**config.mk**
```make
export PLATFORM = sky130hd
export DESIGN_NAME = evo_ff_tester
export DESIGN_NICKNAME = d
export VERILOG_FILES = /design/src/rtl/evo_test_pkg.sv /design/src/rtl/evo_lfsr16.sv /design/src/rtl/evo_ff_tester.sv
export SDC_FILE = /design/constraint.sdc
export NUM_CORES = 1
export LEC_CHECK = 0
export ABC_CLOCK_PERIOD_IN_PS = 4000
export CAP_MARGIN = 5
export CORE_UTILIZATION = 34
export CTS_CLUSTER_SIZE = 24
export DETAILED_ROUTE_END_ITERATION = 6
export HOLD_SLACK_MARGIN = 0.1
export PLACE_DENSITY = 0.52
export SYNTH_ARGS = -nofsm -noshare
export SYNTH_HDL_FRONTEND = slang
export SYNTH_HIERARCHICAL = 1
export SYNTH_SLANG_ARGS = --single-unit
```
**constraint.sdc**
```tcl
create_clock -name clk -period 4 [get_ports clk]
set_clock_uncertainty 0.1 [all_clocks]
set_input_delay 0.8 -clock clk [delete_from_list [all_inputs] [get_ports clk]]
set_output_delay 0.8 -clock clk [all_outputs]
set_load 0.005 [all_outputs]
```
**src/rtl/evo_test_pkg.sv**
```systemverilog
// Shared definitions for the evolved flip-flop test harness.
// FSM states, LFSR taps and default seed, and the synchroniser settle offset.
package evo_test_pkg;

   typedef enum logic [2:0] {
      ST_IDLE,
      ST_APPLY,
      ST_SETTLE,
      ST_SAMPLE,
      ST_DONE
   } state_t;

   // x^16 + x^14 + x^13 + x^11 + 1, taken from bits 15, 13, 12, 10
   localparam logic [15:0] LFSR_TAPS         = 16'hB400;
   localparam logic [15:0] LFSR_SEED_DEFAULT = 16'hACE1;
   localparam int unsigned SYNC_OFFSET       = 2;

endpackage

```
**src/rtl/evo_lfsr16.sv**
```systemverilog
// 16-bit Fibonacci LFSR, shift-left, with synchronous load (priority) and advance.
// Shared by the evolved-circuit testers.
module evo_lfsr16
   import evo_test_pkg::*;
#(
   parameter logic [15:0] RESET_VAL = LFSR_SEED_DEFAULT
) (
   input  logic        clk,
   input  logic        rst_n,
   input  logic        load,
   input  logic [15:0] seed,
   input  logic        advance,
   output logic [15:0] state
);

   always_ff @(posedge clk or negedge rst_n) begin
      if (!rst_n) begin
         state <= RESET_VAL;
      end else if (load) begin
         state <= seed;
      end else if (advance) begin
         state <= {state[14:0], ^(state & LFSR_TAPS)};
      end
   end

endmodule

```
**src/rtl/evo_ff_tester.sv**
```systemverilog
// Stimulus/response harness for an evolved D flip-flop: drives LFSR vectors, checks against a DFF model.
// Optional output-instability detection is enabled with `define EVO_OSC_DETECT_EN.
module evo_ff_tester
   import evo_test_pkg::*;
#(
   parameter int unsigned NUM_VECTORS   = 256,
   parameter int unsigned SETTLE_CYCLES = 8,
   parameter logic [15:0] LFSR_SEED     = LFSR_SEED_DEFAULT,
   parameter int unsigned ERR_W         = 16,
   parameter int unsigned IDX_W         = $clog2(NUM_VECTORS)
) (
   input  logic             clk,
   input  logic             rst_n,
   input  logic             start,
   output logic             busy,
   output logic             done,
   output logic             pass,
   output logic [ERR_W-1:0] err_count,
   output logic [IDX_W-1:0] first_fail,
   output logic [ERR_W-1:0] osc_count,
   output logic [1:0]       dut_in,
   input  logic             dut_out
);

   localparam int unsigned CNT_W = $clog2(SETTLE_CYCLES);

   state_t             fsm, fsm_nxt;
   logic [15:0]        lfsr_state;
   logic [13:0]        lfsr_unused;
   logic [IDX_W-1:0]   idx;
   logic [CNT_W-1:0]   cnt;
   logic               exp_q, exp_valid;
   logic               sync1, sync2;
   logic               accept, last_idx, vec_err, unstable_now, osc_ok_nxt;
   logic [ERR_W-1:0]   err_nxt;

   assign accept      = (fsm == ST_IDLE) && start;
   assign last_idx    = (idx == IDX_W'(NUM_VECTORS - 1));
   assign lfsr_unused = lfsr_state[15:2];

   evo_lfsr16 #(
      .RESET_VAL (LFSR_SEED)
   ) u_lfsr (
      .clk     (clk),
      .rst_n   (rst_n),
      .load    (accept),
      .seed    (LFSR_SEED),
      .advance (fsm == ST_APPLY),
      .state   (lfsr_state)
   );

   always_ff @(posedge clk or negedge rst_n) begin
      if (!rst_n) begin
         sync1 <= 1'b0;
         sync2 <= 1'b0;
      end else begin
         sync1 <= dut_out;
         sync2 <= sync1;
      end
   end

`ifdef EVO_OSC_DETECT_EN
   // sync2 first shows the new response at settle count SYNC_OFFSET; only later changes are instability
   localparam logic [CNT_W-1:0] OSC_FROM = CNT_W'(SYNC_OFFSET + 1);

   logic             sync_prev, unstable_q;
   logic [ERR_W-1:0] osc_q, osc_nxt;

   assign unstable_now = unstable_q | (sync2 != sync_prev);
   assign osc_nxt      = (unstable_now && !(&osc_q)) ? osc_q + ERR_W'(1) : osc_q;
   assign osc_ok_nxt   = (osc_nxt == '0);
   assign osc_count    = osc_q;

   always_ff @(posedge clk or negedge rst_n) begin
      if (!rst_n) begin
         sync_prev  <= 1'b0;
         unstable_q <= 1'b0;
         osc_q      <= '0;
      end else begin
         sync_prev <= sync2;
         case (fsm)
            ST_IDLE:   if (start) osc_q <= '0;
            ST_APPLY:  unstable_q <= 1'b0;
            ST_SETTLE: if (cnt >= OSC_FROM && sync2 != sync_prev) unstable_q <= 1'b1;
            ST_SAMPLE: osc_q <= osc_nxt;
            default:   ;
         endcase
      end
   end
`else
   assign unstable_now = 1'b0;
   assign osc_ok_nxt   = 1'b1;
   assign osc_count    = '0;
`endif

   assign vec_err = unstable_now | (exp_valid & (sync2 != exp_q));
   assign err_nxt = (vec_err && !(&err_count)) ? err_count + ERR_W'(1) : err_count;

   always_comb begin
      fsm_nxt = fsm;
      busy    = 1'b0;
      done    = 1'b0;
      case (fsm)
         ST_IDLE:   if (start) fsm_nxt = ST_APPLY;
         ST_APPLY:  begin
            busy    = 1'b1;
            fsm_nxt = ST_SETTLE;
         end
         ST_SETTLE: begin
            busy = 1'b1;
            if (cnt == CNT_W'(SETTLE_CYCLES - 1)) fsm_nxt = ST_SAMPLE;
         end
         ST_SAMPLE: begin
            busy    = 1'b1;
            fsm_nxt = last_idx ? ST_DONE : ST_APPLY;
         end
         ST_DONE:   begin
            done    = 1'b1;
            fsm_nxt = ST_IDLE;
         end
         default:   fsm_nxt = ST_IDLE;
      endcase
   end

   always_ff @(posedge clk or negedge rst_n) begin
      if (!rst_n) fsm <= ST_IDLE;
      else        fsm <= fsm_nxt;
   end

   always_ff @(posedge clk or negedge rst_n) begin
      if (!rst_n) begin
         dut_in     <= 2'b00;
         exp_q      <= 1'b0;
         exp_valid  <= 1'b0;
         idx        <= '0;
         cnt        <= '0;
         err_count  <= '0;
         first_fail <= '1;
         pass       <= 1'b0;
      end else begin
         case (fsm)
            ST_IDLE: begin
               if (start) begin
                  exp_valid  <= 1'b0;
                  idx        <= '0;
                  err_count  <= '0;
                  first_fail <= '1;
                  pass       <= 1'b0;
               end
            end
            ST_APPLY: begin
               dut_in <= lfsr_state[1:0];
               cnt    <= '0;
               // reference DFF: capture D on a rising edge of the driven clock bit
               if (!dut_in[1] && lfsr_state[1]) begin
                  exp_q     <= lfsr_state[0];
                  exp_valid <= 1'b1;
               end
            end
            ST_SETTLE: cnt <= cnt + CNT_W'(1);
            ST_SAMPLE: begin
               err_count <= err_nxt;
               if (vec_err && err_count == '0) first_fail <= idx;
               idx <= idx + IDX_W'(1);
               if (last_idx) pass <= (err_nxt == '0) && osc_ok_nxt;
            end
            default: ;
         endcase
      end
   end

endmodule

```
==> flow_summary.rst <==
.. list-table::
   :header-rows: 1

   * - Metric
     - Value
   * - Mean Syn Cell Area
     - around 9.2 um2
   * - Register area
     - around 1500 um2
   * - Hold bufs inserted after CTS
     - 0
   * - IO Count
     - 49
   * - Wirelength per Cell
     - about 15 um
   * - Worst slew margin relative to its limit
     - 0.451
   * - Number of distinct library cells after synthesis
     - a little over 60
   * - GRT Resource Usage Total
     - 0.160
   * - Area enclosed by the die boundary
     - 11,000 um2
   * - Detailed-route wire length
     - 8330 um
   * - Share of layout cells above drive strength 1
     - 0.120
   * - Largest net degree at the start of global routing
     - 44
   * - Final-layout setup total negative slack
     - 0 ps
   * - Fin. Hold Viols
     - 0
   * - Iter 0 DRT Violations
     - 171
   * - HP Start
     - sync1$_DFF_PN0_
   * - Initial core utilization
     - 0.350
   * - Unrepaired setup endpoints after global routing
     - no
   * - CP bufs+invs
     - 1
   * - Worst-path cell chain
     - nor2_1, and2_1, clkdlybuf4s50_1
   * - Seq cells post-synth
     - 61
   * - Inserted Clock Buffers
     - 9
   * - Number of optimization iterations in the first detailed-route pass
     - 4
   * - Antenna violations before repair
     - 0
   * - Class of the worst hold path
     - reg2reg
   * - Status
     - finished, final reports clean
   * - Setup Buffers After CTS
     - 0
   * - Critical path data required time
     - between 3000 and 4000 ps
   * - Footprint of the multi-input gates
     - between 1500 and 2000 um2
   * - Highest-count cells in the layout ignoring fill and taps
     - dfrtp_1 (45), nand2_1 (37), conb_1 (32)
   * - Crit Path Max Fanout
     - 13
   * - Last weighted congestion value of the routability-driven placer
     - about 0.84
   * - Worst EP arrival
     - 1750 ps
   * - Most common cell after layout, fill and taps aside
     - dfrtp_1
   * - Largest area contributor in the netlist
     - dfrtp_1
   * - Worst R2R Start
     - err_count[0]$_DFFE_PN0P_
   * - Die width
     - 105 um
   * - Site row count
     - 37
   * - Fill cells
     - 1,031
   * - Number of nets in the final layout
     - roughly 440
   * - Top post-synthesis cells by area
     - dfrtp_1 (31%), dfstp_2 (12%), mux2i_1 (5.0%)
   * - Post-synthesis sequential area ratio
     - 0.428
   * - Number of buffer cells added on primary ports
     - 32
   * - Skew-Pair Late Insertion Delay
     - between 300 and 400 ps
   * - Clk sinks
     - 61
   * - Diode insertion count for antenna repair
     - 0
   * - Number of gates given a new drive strength after cts
     - 0
   * - Delay of the slowest cell on the worst path
     - 540 ps
   * - Number of failing setup endpoints in the final timing report
     - 0
   * - Global-route wire length before repair
     - 14,000 um
   * - Total congestion overflow after global routing
     - 0
   * - R2R Setup Slk
     - approximately 1400 ps
   * - Kind of capture point of the worst setup path
     - output pin
   * - Clock slew at the register clock pins of the worst setup and hold paths
     - 70 ps
   * - Post-detailed-placement half-perimeter wirelength
     - 5620 um
   * - Clock tree from TritonCTS
     - done
   * - P_leak
     - 0.00169 uW
   * - Residual DRC
     - 0
   * - Number of flops mapped to enable cells by yosys
     - 0
   * - Max VDD drop
     - 0.244 mV
   * - Yosys top cell area share
     - 0.312
   * - Clk buf depth
     - 2
   * - Floorplan Core Area
     - 10,300 um2
   * - Clock tree root buffer cell
     - clkbuf_8
   * - Library cell contributing the largest single delay on the critical path
     - dfrtp_1
   * - Post-synthesis cell count
     - 393
   * - PwrDens
     - between 500 and 600 nW/um2
   * - Kind of launch point of the worst setup path
     - register
   * - Number of nets still failing antenna checks after routing
     - 0
   * - Tot Pwr
     - 2460 uW
   * - Shortest clock period the worst path allows after layout
     - 2650 ps
   * - Ys async rst share
     - 1.00
   * - Post-synth design cell area
     - 3610 um2
   * - Via density
     - 5.11
   * - Ys Warns
     - 6
   * - Maxcap violations
     - 0
   * - Post-route fraction of the period consumed by the critical path
     - 0.663
   * - Kind of cell with the highest combined delay on the critical path
     - flip-flops
   * - Flip-flop cell with the highest count after synthesis
     - dfrtp_1
   * - Vias after detailed routing
     - between 2,000 and 3,000
   * - Max-slew violation total from the final report
     - 0
   * - Critical path launch point
     - fsm[1]$_DFFE_PN0P_
   * - Path type of the worst setup path
     - reg2out
   * - Transition time at the pin with the least slew margin
     - 817 ps
   * - Achievable Freq
     - about 0.38 GHz
   * - H-Tree Level Count
     - 3
   * - P&R area growth vs syn
     - 15.4%
   * - Via count of the first global-routing pass
     - roughly 2,800
   * - Die extent in y
     - 105 um
final cells by class:
class / count / share of cell area
multi-input cells: 302 / 0.441
repair buffers: 38 / 0.0864
inverters: 16 / 0.0144
flip-flops and latches: 61 / 0.371
clock inverters: 4 / 0.0120
well taps: 136 / 0.0408
clock buffers: 12 / 0.0348
kinds of logic after synthesis:
kind of cell,after synthesis,share of synthesized area
xor gates and xnor gates,12,0.0312
muxes,22,0.0623
and+or+nand+nor,139,0.210
buffers and inverters,60,0.0956
DFF,61,0.428
AOI/OAI and AO/OA,92,0.153
adders and majority gates,5,0.0173
other,2,0.00208
cells in the mapped netlist (8+ instances only):
master and n:
a21oi_1 20, nand3_1 22, clkbuf_1 9, nor2_1 19, dfrtp_1 45, nor3_1 14, o21ai_0 31, o31ai_1 8
o21ai_1 10, mux2i_1 18, nand2_1 37, inv_1 16, buf_4 20, dfstp_2 16, nand4_1 12
flip-flops by register name, indices dropped and copies added, names as in the netlist:
signal and cells:
cnt 3, exp_q 1, exp_valid 1, idx 8, first_fail 8, dut_in 2
sync1 1, err_count 16, sync2 1, fsm 3, u_lfsr/state 16, pass 1
routing by layer:
layer | up-vias | GRT usage | part of all wire
li1 | 1422 | - | -
met1 | 1385 | 0.214 | 0.48
met2 | 88 | 0.248 | 0.46
met3 | 12 | 0.0430 | 0.049
met4 | 0 | 0.0573 | 0.013
met5 | - | 0 | 0
per-stage QoR:
stage	utilization	area, um2	hold slack [ps]	setup WS (ps)	instances
CTS	0.404	4170	259	1330	569
detailed placement	0.385	3980	241	1230	553
global route	0.404	4170	260	1210	569
floorplan	-	3720	231	1820	423
finish	0.404	4170	256	1350	569
global placement	0.385	3980	241	1310	553
final timing paths:
check,to,depth (start not counted)
max,done,3
min,sync2$_DFF_PN0_,0
max reg2reg,pass$_DFFE_PN0P_,7
min reg2reg,sync2$_DFF_PN0_,0
max in group asynchronous,first_fail[1]$_DFFE_PN1P_,2
min in group asynchronous,err_count[11]$_DFFE_PN0P_,1
where the power goes:
group          leakage, uW  internal [uW]  total [uW]  switching, uW
registers         0.000763            832        1000            170
clock network    0.0000926            304         557            252
logic             0.000835            416         904            488
total              0.00169           1550        2460            911
Note: power is estimated with default switching activity, not from simulation.
